### config.mk
export PLATFORM = sky130hd
export DESIGN_NAME = npu_stream_sequencer_flat
export DESIGN_NICKNAME = d
export VERILOG_FILES = /design/src/rtl/npu_stream_sequencer_if.sv /design/src/rtl/npu_stream_sequencer.sv /design/src/flat_wrapper.sv
export SDC_FILE = /design/constraint.sdc
export NUM_CORES = 1
export LEC_CHECK = 0
export CORE_UTILIZATION = 38
export DETAILED_ROUTE_END_ITERATION = 7
export GPL_ROUTABILITY_DRIVEN = 0
export GPL_TIMING_DRIVEN = 0
export PLACE_DENSITY = 0.87
export SYNTH_ARGS = -nofsm -noshare
export SYNTH_HDL_FRONTEND = slang
export SYNTH_SLANG_ARGS = --single-unit
### constraint.sdc
create_clock -name CLK -period 2.8 [get_ports CLK]
set_clock_uncertainty 0.05 [all_clocks]
set_input_delay 0.56 -clock CLK [delete_from_list [all_inputs] [get_ports CLK]]
set_output_delay 0.56 -clock CLK [all_outputs]
set_load 0.1 [all_outputs]
### src/rtl/npu_stream_sequencer_if.sv
// Handshake and data bus between the stream sequencer, its memories and the npu FIFOs.
interface npu_stream_sequencer_if #(
  parameter int CFG_AW = 11,
  parameter int IN_AW  = 19,
  parameter int CNT_W  = 8
);
  logic              start;
  logic [CFG_AW-1:0] cfg_rom_addr;
  logic [31:0]       cfg_rom_data;
  logic [IN_AW-1:0]  in_mem_addr;
  logic [31:0]       in_mem_data;
  logic [25:0]       npu_config_data;
  logic              npu_config_fifo_write_enable;
  logic              npu_config_fifo_full;
  logic [31:0]       npu_input_data;
  logic              npu_input_fifo_write_enable;
  logic              npu_input_fifo_full;
  logic [31:0]       npu_output_data;
  logic              npu_output_fifo_empty;
  logic              npu_output_fifo_read_enable;
  logic [31:0]       result_data;
  logic              result_valid;
  logic [CNT_W-1:0]  results_count;
  logic              busy;
  logic              done;
  logic              overflow_err;

  modport master (
    input  start, cfg_rom_data, in_mem_data, npu_config_fifo_full,
           npu_input_fifo_full, npu_output_data, npu_output_fifo_empty,
    output cfg_rom_addr, in_mem_addr, npu_config_data, npu_config_fifo_write_enable,
           npu_input_data, npu_input_fifo_write_enable, npu_output_fifo_read_enable,
           result_data, result_valid, results_count, busy, done, overflow_err
  );

  modport slave (
    output start, cfg_rom_data, in_mem_data, npu_config_fifo_full,
           npu_input_fifo_full, npu_output_data, npu_output_fifo_empty,
    input  cfg_rom_addr, in_mem_addr, npu_config_data, npu_config_fifo_write_enable,
           npu_input_data, npu_input_fifo_write_enable, npu_output_fifo_read_enable,
           result_data, result_valid, results_count, busy, done, overflow_err
  );
endinterface

### src/rtl/npu_stream_sequencer.sv
// Streams config ROM then input memory into the npu FIFOs while draining npu results.
module npu_stream_sequencer #(
  parameter int CONFIG_WORDS     = 605,
  parameter int INPUT_WORDS      = 36,
  parameter int OUTPUTS_EXPECTED = 4,
  parameter int CFG_AW           = 11,
  parameter int IN_AW            = 19,
  parameter int CNT_W            = 8
) (
  input logic                    CLK,
  input logic                    RST,
  npu_stream_sequencer_if.master bus
);

  typedef enum logic [2:0] {
    S_IDLE, S_CFG_RD, S_CFG_WR, S_IN_RD, S_IN_WR, S_DRAIN, S_DONE
  } state_t;

  localparam logic [CFG_AW-1:0] CFG_LAST = CFG_AW'(CONFIG_WORDS - 1);
  localparam logic [IN_AW-1:0]  IN_LAST  = IN_AW'(INPUT_WORDS - 1);
  localparam logic [CNT_W-1:0]  CNT_MAX  = CNT_W'(OUTPUTS_EXPECTED);

  state_t            state_q, state_d;
  logic [CFG_AW-1:0] cfg_addr_q, cfg_addr_d;
  logic [IN_AW-1:0]  in_addr_q, in_addr_d;
  logic              cfg_we, in_we, rd_en, run_start;
  logic              rd_pend_q;
  logic [31:0]       result_data_q;
  logic              result_valid_q;
  logic [CNT_W-1:0]  count_q;
  logic              ovf_q;

  always_ff @(posedge CLK or posedge RST) begin
    if (RST) begin
      state_q    <= S_IDLE;
      cfg_addr_q <= '0;
      in_addr_q  <= '0;
    end else begin
      state_q    <= state_d;
      cfg_addr_q <= cfg_addr_d;
      in_addr_q  <= in_addr_d;
    end
  end

  always_comb begin
    state_d    = state_q;
    cfg_addr_d = cfg_addr_q;
    in_addr_d  = in_addr_q;
    cfg_we     = 1'b0;
    in_we      = 1'b0;
    run_start  = 1'b0;
    case (state_q)
      S_IDLE, S_DONE: begin
        if (bus.start) begin
          state_d    = S_CFG_RD;
          cfg_addr_d = '0;
          run_start  = 1'b1;
        end
      end
      S_CFG_RD: state_d = S_CFG_WR;
      S_CFG_WR: begin
        // Full holds both address and ROM data, so the word is retried unchanged.
        cfg_we = ~bus.npu_config_fifo_full;
        if (!bus.npu_config_fifo_full) begin
          if (cfg_addr_q == CFG_LAST) begin
            state_d   = S_IN_RD;
            in_addr_d = '0;
          end else begin
            cfg_addr_d = cfg_addr_q + 1'b1;
            state_d    = S_CFG_RD;
          end
        end
      end
      S_IN_RD: state_d = S_IN_WR;
      S_IN_WR: begin
        in_we = ~bus.npu_input_fifo_full;
        if (!bus.npu_input_fifo_full) begin
          if (in_addr_q == IN_LAST) begin
            state_d = S_DRAIN;
          end else begin
            in_addr_d = in_addr_q + 1'b1;
            state_d   = S_IN_RD;
          end
        end
      end
      S_DRAIN: if (count_q == CNT_MAX) state_d = S_DONE;
      default: state_d = S_IDLE;
    endcase
  end

  assign rd_en = ~bus.npu_output_fifo_empty & (state_q != S_IDLE);

  // Read data lands one cycle after the strobe; capture it on that edge.
  always_ff @(posedge CLK or posedge RST) begin
    if (RST) begin
      rd_pend_q      <= 1'b0;
      result_data_q  <= '0;
      result_valid_q <= 1'b0;
      count_q        <= '0;
      ovf_q          <= 1'b0;
    end else begin
      rd_pend_q      <= rd_en;
      result_valid_q <= rd_pend_q;
      if (rd_pend_q) result_data_q <= bus.npu_output_data;
      if (run_start) begin
        count_q <= '0;
        ovf_q   <= 1'b0;
      end else if (rd_pend_q) begin
        if (count_q == CNT_MAX) ovf_q <= 1'b1;
        else                    count_q <= count_q + 1'b1;
      end
    end
  end

  assign bus.cfg_rom_addr                 = cfg_addr_q;
  assign bus.in_mem_addr                  = in_addr_q;
  assign bus.npu_config_data              = bus.cfg_rom_data[25:0];
  assign bus.npu_config_fifo_write_enable = cfg_we;
  assign bus.npu_input_data               = bus.in_mem_data;
  assign bus.npu_input_fifo_write_enable  = in_we;
  assign bus.npu_output_fifo_read_enable  = rd_en;
  assign bus.result_data                  = result_data_q;
  assign bus.result_valid                 = result_valid_q;
  assign bus.results_count                = count_q;
  assign bus.busy                         = (state_q != S_IDLE) && (state_q != S_DONE);
  assign bus.done                         = (state_q == S_DONE);
  assign bus.overflow_err                 = ovf_q;

endmodule
### src/flat_wrapper.sv
// flat-port wrapper written by rule: the top's interface ports become plain ports
module npu_stream_sequencer_flat 
#(
  parameter int CONFIG_WORDS     = 605,
  parameter int INPUT_WORDS      = 36,
  parameter int OUTPUTS_EXPECTED = 4,
  parameter int CFG_AW           = 11,
  parameter int IN_AW            = 19,
  parameter int CNT_W            = 8
)
  (CLK, RST, bus_start, bus_cfg_rom_data, bus_in_mem_data, bus_npu_config_fifo_full, bus_npu_input_fifo_full, bus_npu_output_data, bus_npu_output_fifo_empty, bus_cfg_rom_addr, bus_in_mem_addr, bus_npu_config_data, bus_npu_config_fifo_write_enable, bus_npu_input_data, bus_npu_input_fifo_write_enable, bus_npu_output_fifo_read_enable, bus_result_data, bus_result_valid, bus_results_count, bus_busy, bus_done, bus_overflow_err);
  npu_stream_sequencer_if #(.CFG_AW(CFG_AW), .IN_AW(IN_AW), .CNT_W(CNT_W)) bus_i ();
  input logic CLK;
  input logic RST;
  input wire logic [$bits(bus_i.start)-1:0] bus_start;
  input wire logic [$bits(bus_i.cfg_rom_data)-1:0] bus_cfg_rom_data;
  input wire logic [$bits(bus_i.in_mem_data)-1:0] bus_in_mem_data;
  input wire logic [$bits(bus_i.npu_config_fifo_full)-1:0] bus_npu_config_fifo_full;
  input wire logic [$bits(bus_i.npu_input_fifo_full)-1:0] bus_npu_input_fifo_full;
  input wire logic [$bits(bus_i.npu_output_data)-1:0] bus_npu_output_data;
  input wire logic [$bits(bus_i.npu_output_fifo_empty)-1:0] bus_npu_output_fifo_empty;
  output wire logic [$bits(bus_i.cfg_rom_addr)-1:0] bus_cfg_rom_addr;
  output wire logic [$bits(bus_i.in_mem_addr)-1:0] bus_in_mem_addr;
  output wire logic [$bits(bus_i.npu_config_data)-1:0] bus_npu_config_data;
  output wire logic [$bits(bus_i.npu_config_fifo_write_enable)-1:0] bus_npu_config_fifo_write_enable;
  output wire logic [$bits(bus_i.npu_input_data)-1:0] bus_npu_input_data;
  output wire logic [$bits(bus_i.npu_input_fifo_write_enable)-1:0] bus_npu_input_fifo_write_enable;
  output wire logic [$bits(bus_i.npu_output_fifo_read_enable)-1:0] bus_npu_output_fifo_read_enable;
  output wire logic [$bits(bus_i.result_data)-1:0] bus_result_data;
  output wire logic [$bits(bus_i.result_valid)-1:0] bus_result_valid;
  output wire logic [$bits(bus_i.results_count)-1:0] bus_results_count;
  output wire logic [$bits(bus_i.busy)-1:0] bus_busy;
  output wire logic [$bits(bus_i.done)-1:0] bus_done;
  output wire logic [$bits(bus_i.overflow_err)-1:0] bus_overflow_err;
  assign bus_i.start = bus_start;
  assign bus_i.cfg_rom_data = bus_cfg_rom_data;
  assign bus_i.in_mem_data = bus_in_mem_data;
  assign bus_i.npu_config_fifo_full = bus_npu_config_fifo_full;
  assign bus_i.npu_input_fifo_full = bus_npu_input_fifo_full;
  assign bus_i.npu_output_data = bus_npu_output_data;
  assign bus_i.npu_output_fifo_empty = bus_npu_output_fifo_empty;
  assign bus_cfg_rom_addr = bus_i.cfg_rom_addr;
  assign bus_in_mem_addr = bus_i.in_mem_addr;
  assign bus_npu_config_data = bus_i.npu_config_data;
  assign bus_npu_config_fifo_write_enable = bus_i.npu_config_fifo_write_enable;
  assign bus_npu_input_data = bus_i.npu_input_data;
  assign bus_npu_input_fifo_write_enable = bus_i.npu_input_fifo_write_enable;
  assign bus_npu_output_fifo_read_enable = bus_i.npu_output_fifo_read_enable;
  assign bus_result_data = bus_i.result_data;
  assign bus_result_valid = bus_i.result_valid;
  assign bus_results_count = bus_i.results_count;
  assign bus_busy = bus_i.busy;
  assign bus_done = bus_i.done;
  assign bus_overflow_err = bus_i.overflow_err;
  npu_stream_sequencer #(.CONFIG_WORDS(CONFIG_WORDS), .INPUT_WORDS(INPUT_WORDS), .OUTPUTS_EXPECTED(OUTPUTS_EXPECTED), .CFG_AW(CFG_AW), .IN_AW(IN_AW), .CNT_W(CNT_W)) u_core (.CLK(CLK), .RST(RST), .bus(bus_i));
endmodule
==> impl_metrics.env, run 1 <==
export IMPL_postSynthNetCount=513
export IMPL_fillCellCount=890
export IMPL_startpoint_type="register"
export IMPL_ys_ff_latch=76
export IMPL_drv_slew=0
export IMPL_die_width_microns=106.5
export IMPL_port_buffers=172
export IMPL_synth_top_family_by_area="simple AND/OR/NAND/NOR gates"
export IMPL_total_power_mw=7.515
export IMPL_cp_top_family="buffers and inverters"
export IMPL_synth_xor_area_share_pct=2.532
export IMPL_cts_tree="done"
export IMPL_fin_crit_sh_pct=94.43
export IMPL_worstPathRequired_ns=2.19
export IMPL_viasPerCell=5.145
export IMPL_vdd_drop_max_mv=1.114
export IMPL_synth_warnings=0
export IMPL_firstDrtPassIters=4
export IMPL_synth_area_per_cell_sq_um=10.23
export IMPL_overflow=0
export IMPL_path_max_fanout=8
export IMPL_seq_area_sq_mm=0.001903
export IMPL_maxSlewHeadroom_pct=30.86
export IMPL_drc=0
export IMPL_placedInstanceArea_sq_mm=0.006070
export IMPL_synth_edf_count=0
export IMPL_critical_path_endpoint_type="output pin"
export IMPL_mostFrequentLayoutCells="167 x clkdlybuf4s50_1, 75 x dfrtp_1, 58 x buf_4"
export IMPL_grt_antenna_before_repair=0
export IMPL_synth_simple_area_share_pct=18.87
export IMPL_insertion_delay_ns=0.35
export IMPL_synth_fa_ha_area_share_pct=1.507
export IMPL_crit_type="register to output pin"
export IMPL_grt_max_degree=40
export IMPL_yosys_mux_area_fraction_pct=9.976
export IMPL_finish_utilization_pct=60.13
export IMPL_finalWirelength_mm=11.36
export IMPL_async_flop_share_pct=100.0
export IMPL_dp_hpwl_mm=8.848
export IMPL_ys_seq_area_share_pct=45.81
export IMPL_synthesis_area_sq_mm=0.004151
export IMPL_grt_pass1_vias=3740
export IMPL_p_per_area_mw_per_mm2=1195
export IMPL_period_needed_ns=2.644
export IMPL_leakagePower_nw=2.579
export IMPL_grt_pass1_wl_mm=17.80
export IMPL_synth_main_ff_cell="dfrtp_1"
export IMPL_root_buffer="clkbuf_8"
export IMPL_netlist_instances=406
export IMPL_cp_cell_sequence="clkdlybuf4s50_1"
export IMPL_cts_setup_buffers=0
export IMPL_routedWlPerCell_microns=15.54
export IMPL_grt_usage_pct=19.65
export IMPL_cts_sinks=76
export IMPL_finalSetupTns_ns=0
export IMPL_dieArea_sq_mm=0.01135
export IMPL_rrSetupSlack_ns=0.19
export IMPL_clockBufferDepth=2
export IMPL_multiInputGateArea_sq_mm=0.001710
export IMPL_max_cap_violations=0
export IMPL_final_area_sq_mm=0.006291
export IMPL_coreArea_sq_mm=0.01046
export IMPL_drive_above_1_share_pct=21.18
export IMPL_die_h_microns=106.5
export IMPL_clock_fmax_ghz=0.3782
export IMPL_drt_iter0_markers=151
export IMPL_max_stage_delay_ns=1.18
export IMPL_hold_viol=0
export IMPL_synth_cell_types=46
export IMPL_status="complete, no violations"
export IMPL_crit_arrival_ns=2.03
export IMPL_num_vias=3761
export IMPL_nets=697
export IMPL_numCtsBuffers=9
export IMPL_rsz0062_at_grt="false"
export IMPL_start_util_pct=39.68
export IMPL_area_delta_synth_final_pct=51.54
export IMPL_boundaryPins=237
export IMPL_synth_compound_area_share_pct=8.107
export IMPL_tightest_slew_ns=1.034
export IMPL_cts_max_level=3
export IMPL_hold_path_class="register to register"
export IMPL_crit_slowest_cell="clkdlybuf4s50_1"
export IMPL_ant_nets=0
export IMPL_critPathBufInv=1
export IMPL_insertedDiodeCount=0
export IMPL_cts_clk_slew_worst_paths_ns=0.09
export IMPL_final_common_cell="clkdlybuf4s50_1"
export IMPL_setup_viol=0
export IMPL_hold_ws_ns=0.3330
export IMPL_rows=37
-- sequential cells by signal, summed over array words and instances (netlist names) --
name	flops
u_core.bus.result_data	32
u_core.bus.result_valid	1
u_core.bus.overflow_err	1
u_core.rd_pend_q	1
u_core.bus.in_mem_addr	19
u_core.bus.results_count	8
u_core.bus.cfg_rom_addr	11
u_core.state_q	3
-- final cells by class --
class,count,share of cell area [%]
plain buffers,78,8.174
clock buffers,10,2.029
clock inverters,6,1.412
inverters,9,0.5768
multi-input cells,243,27.19
flip-flops and latches,76,30.25
well taps,136,2.705
repair buffers,173,27.67
-- logic make-up after synthesis --
group | count (synthesis)
compound gates | 56
buf+inv | 87
mux | 37
flops | 76
simple gates | 133
fa+ha+maj | 5
xor+xnor | 12
-- power by group --
group | leakage (nW) | switching [mW] | internal (mW)
logic | 1.53 | 3.70 | 1.19
registers | 0.947 | 0.259 | 1.45
clock network | 0.102 | 0.413 | 0.502
total | 2.58 | 4.37 | 3.14
-- cell usage after synthesis (all sizes together), types with 2 or more instances --
cell type / count / area [sq um]
a211o: 2 / 17.52
a21o: 2 / 15.01
a21oi: 20 / 100.1
and2: 2 / 12.51
and3: 6 / 37.54
and4: 3 / 26.28
buf: 66 / 469.2
clkbuf: 12 / 45.04
dfrtp: 76 / 1902
ha: 5 / 62.56
inv: 9 / 33.78
mux2: 35 / 394.1
mux2i: 2 / 20.02
nand2: 11 / 41.29
nand2b: 4 / 25.02
nand3: 15 / 75.07
nand3b: 3 / 22.52
nand4: 13 / 81.33
nor2: 25 / 93.84
nor2b: 7 / 43.79
nor3: 8 / 40.04
nor3b: 2 / 15.01
nor4: 7 / 58.81
nor4b: 3 / 26.28
nor4bb: 2 / 20.02
o21ai: 16 / 80.08
o31ai: 9 / 67.56
or3: 9 / 56.30
or4: 8 / 60.06
xnor2: 10 / 87.58
xor2: 2 / 17.52
-- metal layers --
layer	share of wire (%)	wire, microns	track usage, %	vias up
li1	-	-	-	1760
met1	40	4494	23.95	1824
met4	1.1	124	5.675	0
met2	53	5980	34.93	164
met3	6.7	764	3.985	13
met5	0	0	0	-
-- stage by stage --
| step | worst slack [ns] | instances |
|---|---|---|
| floorplan | 0.03657 | 406 |
| global placement | -1.284 | 714 |
| detailed placement | -0.1520 | 715 |
| CTS | 0.009959 | 731 |
| global route | 0.005904 | 731 |
| finish | 0.1559 | 731 |
-- path summary, 6_finish.rpt --
kind,from,end,cells past startpoint
worst max-delay path,u_core.bus.in_mem_addr[4]$_DFFE_PP0P_,bus_in_mem_addr[4],1
min in group asynchronous,RST,u_core.bus.in_mem_addr[9]$_DFFE_PP0P_,2
max in group asynchronous,RST,u_core.bus.cfg_rom_addr[9]$_DFFE_PP0P_,3
worst max register to register,u_core.bus.cfg_rom_addr[5]$_DFFE_PP0P_,u_core.bus.cfg_rom_addr[10]$_DFFE_PP0P_,6
worst min-delay path,u_core.rd_pend_q$_DFF_PP0_,u_core.bus.result_valid$_DFF_PP0_,0
worst min register to register,u_core.rd_pend_q$_DFF_PP0_,u_core.bus.result_valid$_DFF_PP0_,0
-- what timing repair did --
action / 4_1_cts / 5_1_grt
hold buffers: 0 / 0
endpoints found under the setup margin: 5 / 4
gates cloned: 0 / 0
resized for setup: 13 / 4
Power figures use the tool's default switching activity.
==> run 2: changes to the inputs <==
CELL_PAD_IN_SITES_DETAIL_PLACEMENT = 1   (was default)
CELL_PAD_IN_SITES_GLOBAL_PLACEMENT = 1   (was default)
CORE_UTILIZATION = 28   (was 38)
PLACE_DENSITY = 0.89   (was 0.87)
REMOVE_ABC_BUFFERS = 1   (was default)
==> impl_metrics.env, run 2 (synthesis results as in run 1) <==
export IMPL_coreArea_sq_mm=0.01448
export IMPL_hold_path_class="register to register"
export IMPL_numCtsBuffers=9
export IMPL_overflow=0
export IMPL_dp_hpwl_mm=10.71
export IMPL_start_util_pct=28.67
export IMPL_grt_max_degree=44
export IMPL_grt_pass1_wl_mm=21.54
export IMPL_cp_top_family="buffers and inverters"
export IMPL_die_h_microns=123.8
export IMPL_vdd_drop_max_mv=0.9527
export IMPL_drc=0
export IMPL_tightest_slew_ns=1.310
export IMPL_cts_tree="done"
export IMPL_routedWlPerCell_microns=22.58
export IMPL_grt_antenna_before_repair=0
export IMPL_ant_nets=0
export IMPL_critical_path_endpoint_type="output pin"
export IMPL_maxSlewHeadroom_pct=12.35
export IMPL_rsz0062_at_grt="false"
export IMPL_boundaryPins=237
export IMPL_clock_fmax_ghz=0.3648
export IMPL_port_buffers=114
export IMPL_clockBufferDepth=2
export IMPL_critPathBufInv=1
export IMPL_finalWirelength_mm=14.54
export IMPL_path_max_fanout=13
export IMPL_crit_slowest_cell="clkdlybuf4s15_1"
export IMPL_rows=44
export IMPL_setup_viol=0
export IMPL_nets=562
export IMPL_stdcell_count=644
export IMPL_drv_slew=0
export IMPL_area_delta_synth_final_pct=29.02
export IMPL_crit_arrival_ns=2.13
export IMPL_drt_iter0_markers=141
export IMPL_insertion_delay_ns=0.34
export IMPL_firstDrtPassIters=4
export IMPL_startpoint_type="register"
export IMPL_drive_above_1_share_pct=13.91
export IMPL_grt_pass1_vias=3429
export IMPL_grt_usage_pct=19.57
export IMPL_cts_max_level=3
export IMPL_final_common_cell="clkdlybuf4s50_1"
export IMPL_period_needed_ns=2.742
export IMPL_dieArea_sq_mm=0.01532
export IMPL_mostFrequentLayoutCells="109 x clkdlybuf4s50_1, 74 x dfrtp_1, 35 x mux2_2"
export IMPL_largest_reg_flops=32
export IMPL_cts_clk_slew_worst_paths_ns=0.06
export IMPL_hold_buffers=0
export IMPL_max_stage_delay_ns=0.73
export IMPL_cts_sinks=76
export IMPL_placedInstanceArea_sq_mm=0.005045
export IMPL_num_vias=3431
export IMPL_status="complete, no violations"
export IMPL_cp_cell_sequence="xor2_1, or2_2, clkdlybuf4s15_1"
export IMPL_dp_cells=627
export IMPL_root_buffer="clkbuf_16"
export IMPL_p_per_area_mw_per_mm2=1360
export IMPL_max_cap_violations=0
export IMPL_hold_viol=0
export IMPL_crit_type="register to output pin"
export IMPL_die_width_microns=123.8
export IMPL_insertedDiodeCount=0
export IMPL_worstPathRequired_ns=2.19
export IMPL_viasPerCell=5.328
export IMPL_final_area_sq_mm=0.005356
export IMPL_fin_crit_sh_pct=97.91
export IMPL_leakagePower_nw=2.098
[run 2: worst reg2reg max path, delay by kind of cell, from the launching register on]
kind | cells | cell delay, ns
muxes | 1 | 0.30
xor gates and xnor gates | 1 | 0.22
and+or+nand+nor | 3 | 1.42
DFF | 1 | 0.52
[run 2: per-stage QoR]
step / hold slack, ns / setup TNS, ns / power, mW / util (%) / setup WS [ns]
floorplan: 0.5755 / -8.020 / 5.039 / - / -0.5305
global placement: 0.4391 / -80.72 / 6.024 / 34.59 / -0.9781
detailed placement: 0.4465 / -3.659 / 6.153 / 34.84 / -0.3009
CTS: 0.4603 / 0 / 7.349 / 36.99 / 0.01679
global route: 0.4725 / 0 / 7.610 / 36.99 / 0.01747
finish: 0.4546 / 0 / 7.284 / 36.99 / 0.05843
[run 2: timing repair]
action                                  CTS  global route
gates resized for setup                  12             4
gates cloned                              0             0
pin swaps                                 1             1
setup buffers                             1             0
endpoints found under the setup margin   23            19
[run 2: layer usage]
| layer | part of all wire, % | track usage, % |
|---|---|---|
| met5 | 0.87 | 9.722 |
| met4 | 1.4 | 6.325 |
| met3 | 16 | 14.01 |
| met2 | 40 | 25.97 |
| met1 | 41 | 23.65 |
[run 2: layout make-up]
class | count | area [sq um]
Clock inverter | 5 | 61.31
Inverter | 9 | 36.28
Timing Repair Buffer | 116 | 1166
Tap cell | 184 | 230.2
Sequential cell | 76 | 1904
Fill cell | 1613 | 9123
Multi-Input combinational cell | 243 | 1715
Clock buffer | 11 | 242.7
[run 2: path summary, 6_finish.rpt]
path / start / endpoint / slack, ns / cells after the start
max in group asynchronous: RST / u_core.rd_pend_q$_DFF_PP0_ / 1.59 / 3
max: u_core.state_q[2]$_DFFE_PP0P_ / bus_busy / 0.06 / 3
min: u_core.bus.result_data[22]$_DFFE_PP0P_ / u_core.bus.result_data[22]$_DFFE_PP0P_ / 0.45 / 1
min in group asynchronous: RST / u_core.bus.result_data[3]$_DFFE_PP0P_ / 0.53 / 2
max reg2reg: u_core.state_q[2]$_DFFE_PP0P_ / u_core.bus.cfg_rom_addr[8]$_DFFE_PP0P_ / 0.18 / 5
min reg2reg: u_core.bus.result_data[22]$_DFFE_PP0P_ / u_core.bus.result_data[22]$_DFFE_PP0P_ / 0.45 / 1
[run 2: power by group]
group	leakage, nW	switching (mW)	internal [mW]
clock	0.138	0.471	0.716
combinational	1.01	3.21	1.05
sequential	0.946	0.392	1.45
total	2.10	4.07	3.21
==> run 3: changes to the inputs <==
SETUP_SLACK_MARGIN = 0.15   (was default)
==> impl_metrics.env, run 3 (synthesis results as in run 1) <==
export IMPL_status="complete, no violations"
export IMPL_drive_above_1_share_pct=16.20
export IMPL_rrSetupSlack_ns=0.27
export IMPL_coreArea_sq_mm=0.01448
export IMPL_insertion_delay_ns=0.34
export IMPL_clockPowerShare_pct=16.2
export IMPL_holdPathEnd="u_core.bus.result_data[22]$_DFFE_PP0P_"
export IMPL_stdcell_count=647
export IMPL_fillCellCount=1603
export IMPL_fin_crit_sh_pct=93.12
export IMPL_regToRegEndpoint="u_core.bus.in_mem_addr[17]$_DFFE_PP0P_"
export IMPL_grt_pass1_vias=3437
export IMPL_ff2ff_path_depth=6
export IMPL_die_width_microns=123.8
export IMPL_p_switching_mw=4.082
export IMPL_post_place_ws_ns=-0.3009
export IMPL_start_util_pct=28.67
export IMPL_clock_fmax_ghz=0.3835
export IMPL_period_needed_ns=2.607
export IMPL_rsz0062_at_grt="false"
export IMPL_dp_cells=627
export IMPL_startpoint_type="register"
export IMPL_drv_slew=0
export IMPL_final_area_sq_mm=0.005426
export IMPL_port_buffers=114
export IMPL_total_power_mw=7.309
export IMPL_cts_clk_slew_worst_paths_ns=0.06
export IMPL_dieArea_sq_mm=0.01532
export IMPL_vdd_drop_max_mv=0.9360
export IMPL_max_cap_violations=0
export IMPL_cts_sinks=76
export IMPL_numCtsBuffers=9
export IMPL_p_per_area_mw_per_mm2=1347
export IMPL_crit_slowest_cell="clkdlybuf4s50_1"
export IMPL_dp_hpwl_mm=10.71
export IMPL_hold_path_class="register to register"
export IMPL_setup_ws_ns=0.1927
export IMPL_clockBufferDepth=2
export IMPL_cp_top_family="buffers and inverters"
export IMPL_boundaryPins=237
export IMPL_final_common_cell="clkdlybuf4s50_1"
export IMPL_path_max_fanout=7
export IMPL_hold_ws_ns=0.4549
export IMPL_critPathBufInv=1
export IMPL_cts_max_level=3
export IMPL_num_vias=3500
export IMPL_crit_arrival_ns=2.00
export IMPL_p_int_mw=3.227
export IMPL_maxSlewHeadroom_pct=23.55
export IMPL_holdPathStages=1
export IMPL_placedInstanceArea_sq_mm=0.005045
export IMPL_leakagePower_nw=2.216
export IMPL_largest_reg_flops=32
export IMPL_die_h_microns=123.8
export IMPL_tightest_slew_ns=1.138
export IMPL_comb_power_share_pct=58.6
export IMPL_insertedDiodeCount=0
export IMPL_finalSetupTns_ns=0
export IMPL_holdCritStartpoint="u_core.bus.result_data[22]$_DFFE_PP0P_"
export IMPL_hold_viol=0
export IMPL_crit_type="register to output pin"
export IMPL_max_stage_delay_ns=1.19
export IMPL_p_sw_share_pct=55.85
export IMPL_firstDrtPassIters=4
export IMPL_drt_iter0_markers=155
export IMPL_cp_cell_sequence="clkdlybuf4s50_1"
export IMPL_area_delta_synth_final_pct=30.71
export IMPL_grt_antenna_before_repair=0
export IMPL_drc=0
export IMPL_setup_viol=0
export IMPL_grt_max_degree=44
export IMPL_r2r_start="u_core.state_q[0]$_DFFE_PP0P_"
export IMPL_grt_usage_pct=19.57
export IMPL_worstPathRequired_ns=2.19
export IMPL_overflow=0
export IMPL_critical_path_endpoint_type="output pin"
export IMPL_root_buffer="clkbuf_16"
export IMPL_finish_utilization_pct=37.48
export IMPL_grt_pass1_wl_mm=21.55
export IMPL_ant_nets=0
export IMPL_startpoint="u_core.bus.in_mem_addr[11]$_DFFE_PP0P_"
export IMPL_viasPerCell=5.410
export IMPL_finalWirelength_mm=14.75
export IMPL_rows=44
export IMPL_mostFrequentLayoutCells="101 x clkdlybuf4s50_1, 72 x dfrtp_1, 35 x mux2_2"
export IMPL_routedWlPerCell_microns=22.80
export IMPL_cp_depth=1
export IMPL_nets=565
export IMPL_seqPwrFrac_pct=25.2
export IMPL_cts_tree="done"
==> run 3: changes by cell type in the layout (fill, tap and decap cells not counted), moves of 2 or more <==
cell,before,now
dfrtp_1,74,72
buf_4,1,4
clkdlybuf4s15_2,1,4
clkdlybuf4s50_1,109,101
dfrtp_2,2,4
dlymetal6s2s_1,0,6
==> run 3: worst max-delay path by stage <==
stage                                              endpoint  slack (ns)
finish                                  bus_in_mem_addr[11]        0.19
floorplan            u_core.bus.in_mem_addr[11]$_DFFE_PP0P_       -0.53
detailed placement         bus_npu_config_fifo_write_enable       -0.30
global placement    u_core.bus.results_count[7]$_DFFE_PP0P_       -0.98
global route                             bus_in_mem_addr[7]        0.16
CTS                  u_core.bus.cfg_rom_addr[8]$_DFFE_PP0P_        0.18
==> run 3: routing by layer <==
| layer | track usage, % | vias up | share of wire, % |
|---|---|---|---|
| met5 | 9.722 | - | 0.85 |
| met4 | 6.325 | 6 | 1.3 |
| met3 | 13.97 | 23 | 16 |
| met2 | 26.01 | 249 | 41 |
| met1 | 23.65 | 1715 | 41 |
| li1 | - | 1507 | - |
==> run 3: timing repair <==
| item | CTS | global route |
|---|---|---|
| setup endpoints to repair | 26 | 27 |
| hold buffers | 0 | 0 |
| pin swaps | 1 | 1 |
| setup buffers | 2 | 1 |
| cloned | 0 | 1 |
| gates resized for setup | 22 | 12 |
==> run 3: power by group through the flow <==
stage / Clock [mW] / Sequential, mW / Combinational, mW
2_1_floorplan: 0 / 4.14 / 0.902
3_3_place_gp: 0 / 1.81 / 4.21
3_5_place_dp: 0 / 1.86 / 4.29
4_1_cts: 1.22 / 1.84 / 4.29
5_1_grt: 1.26 / 1.91 / 4.46
6_report: 1.18 / 1.84 / 4.28
==> run 3: layout make-up <==
class                      count  area, sq um  share of cell area, %
sequential                    76         1907                  35.14
tap                          184        230.2                  4.243
clock buffer                  11        242.7                  4.473
timing repair buffer         118         1206                  22.23
clock inverter                 5        61.31                  1.130
multi-input combinational    244         1743                  32.12
inverter                       9        36.28                 0.6687
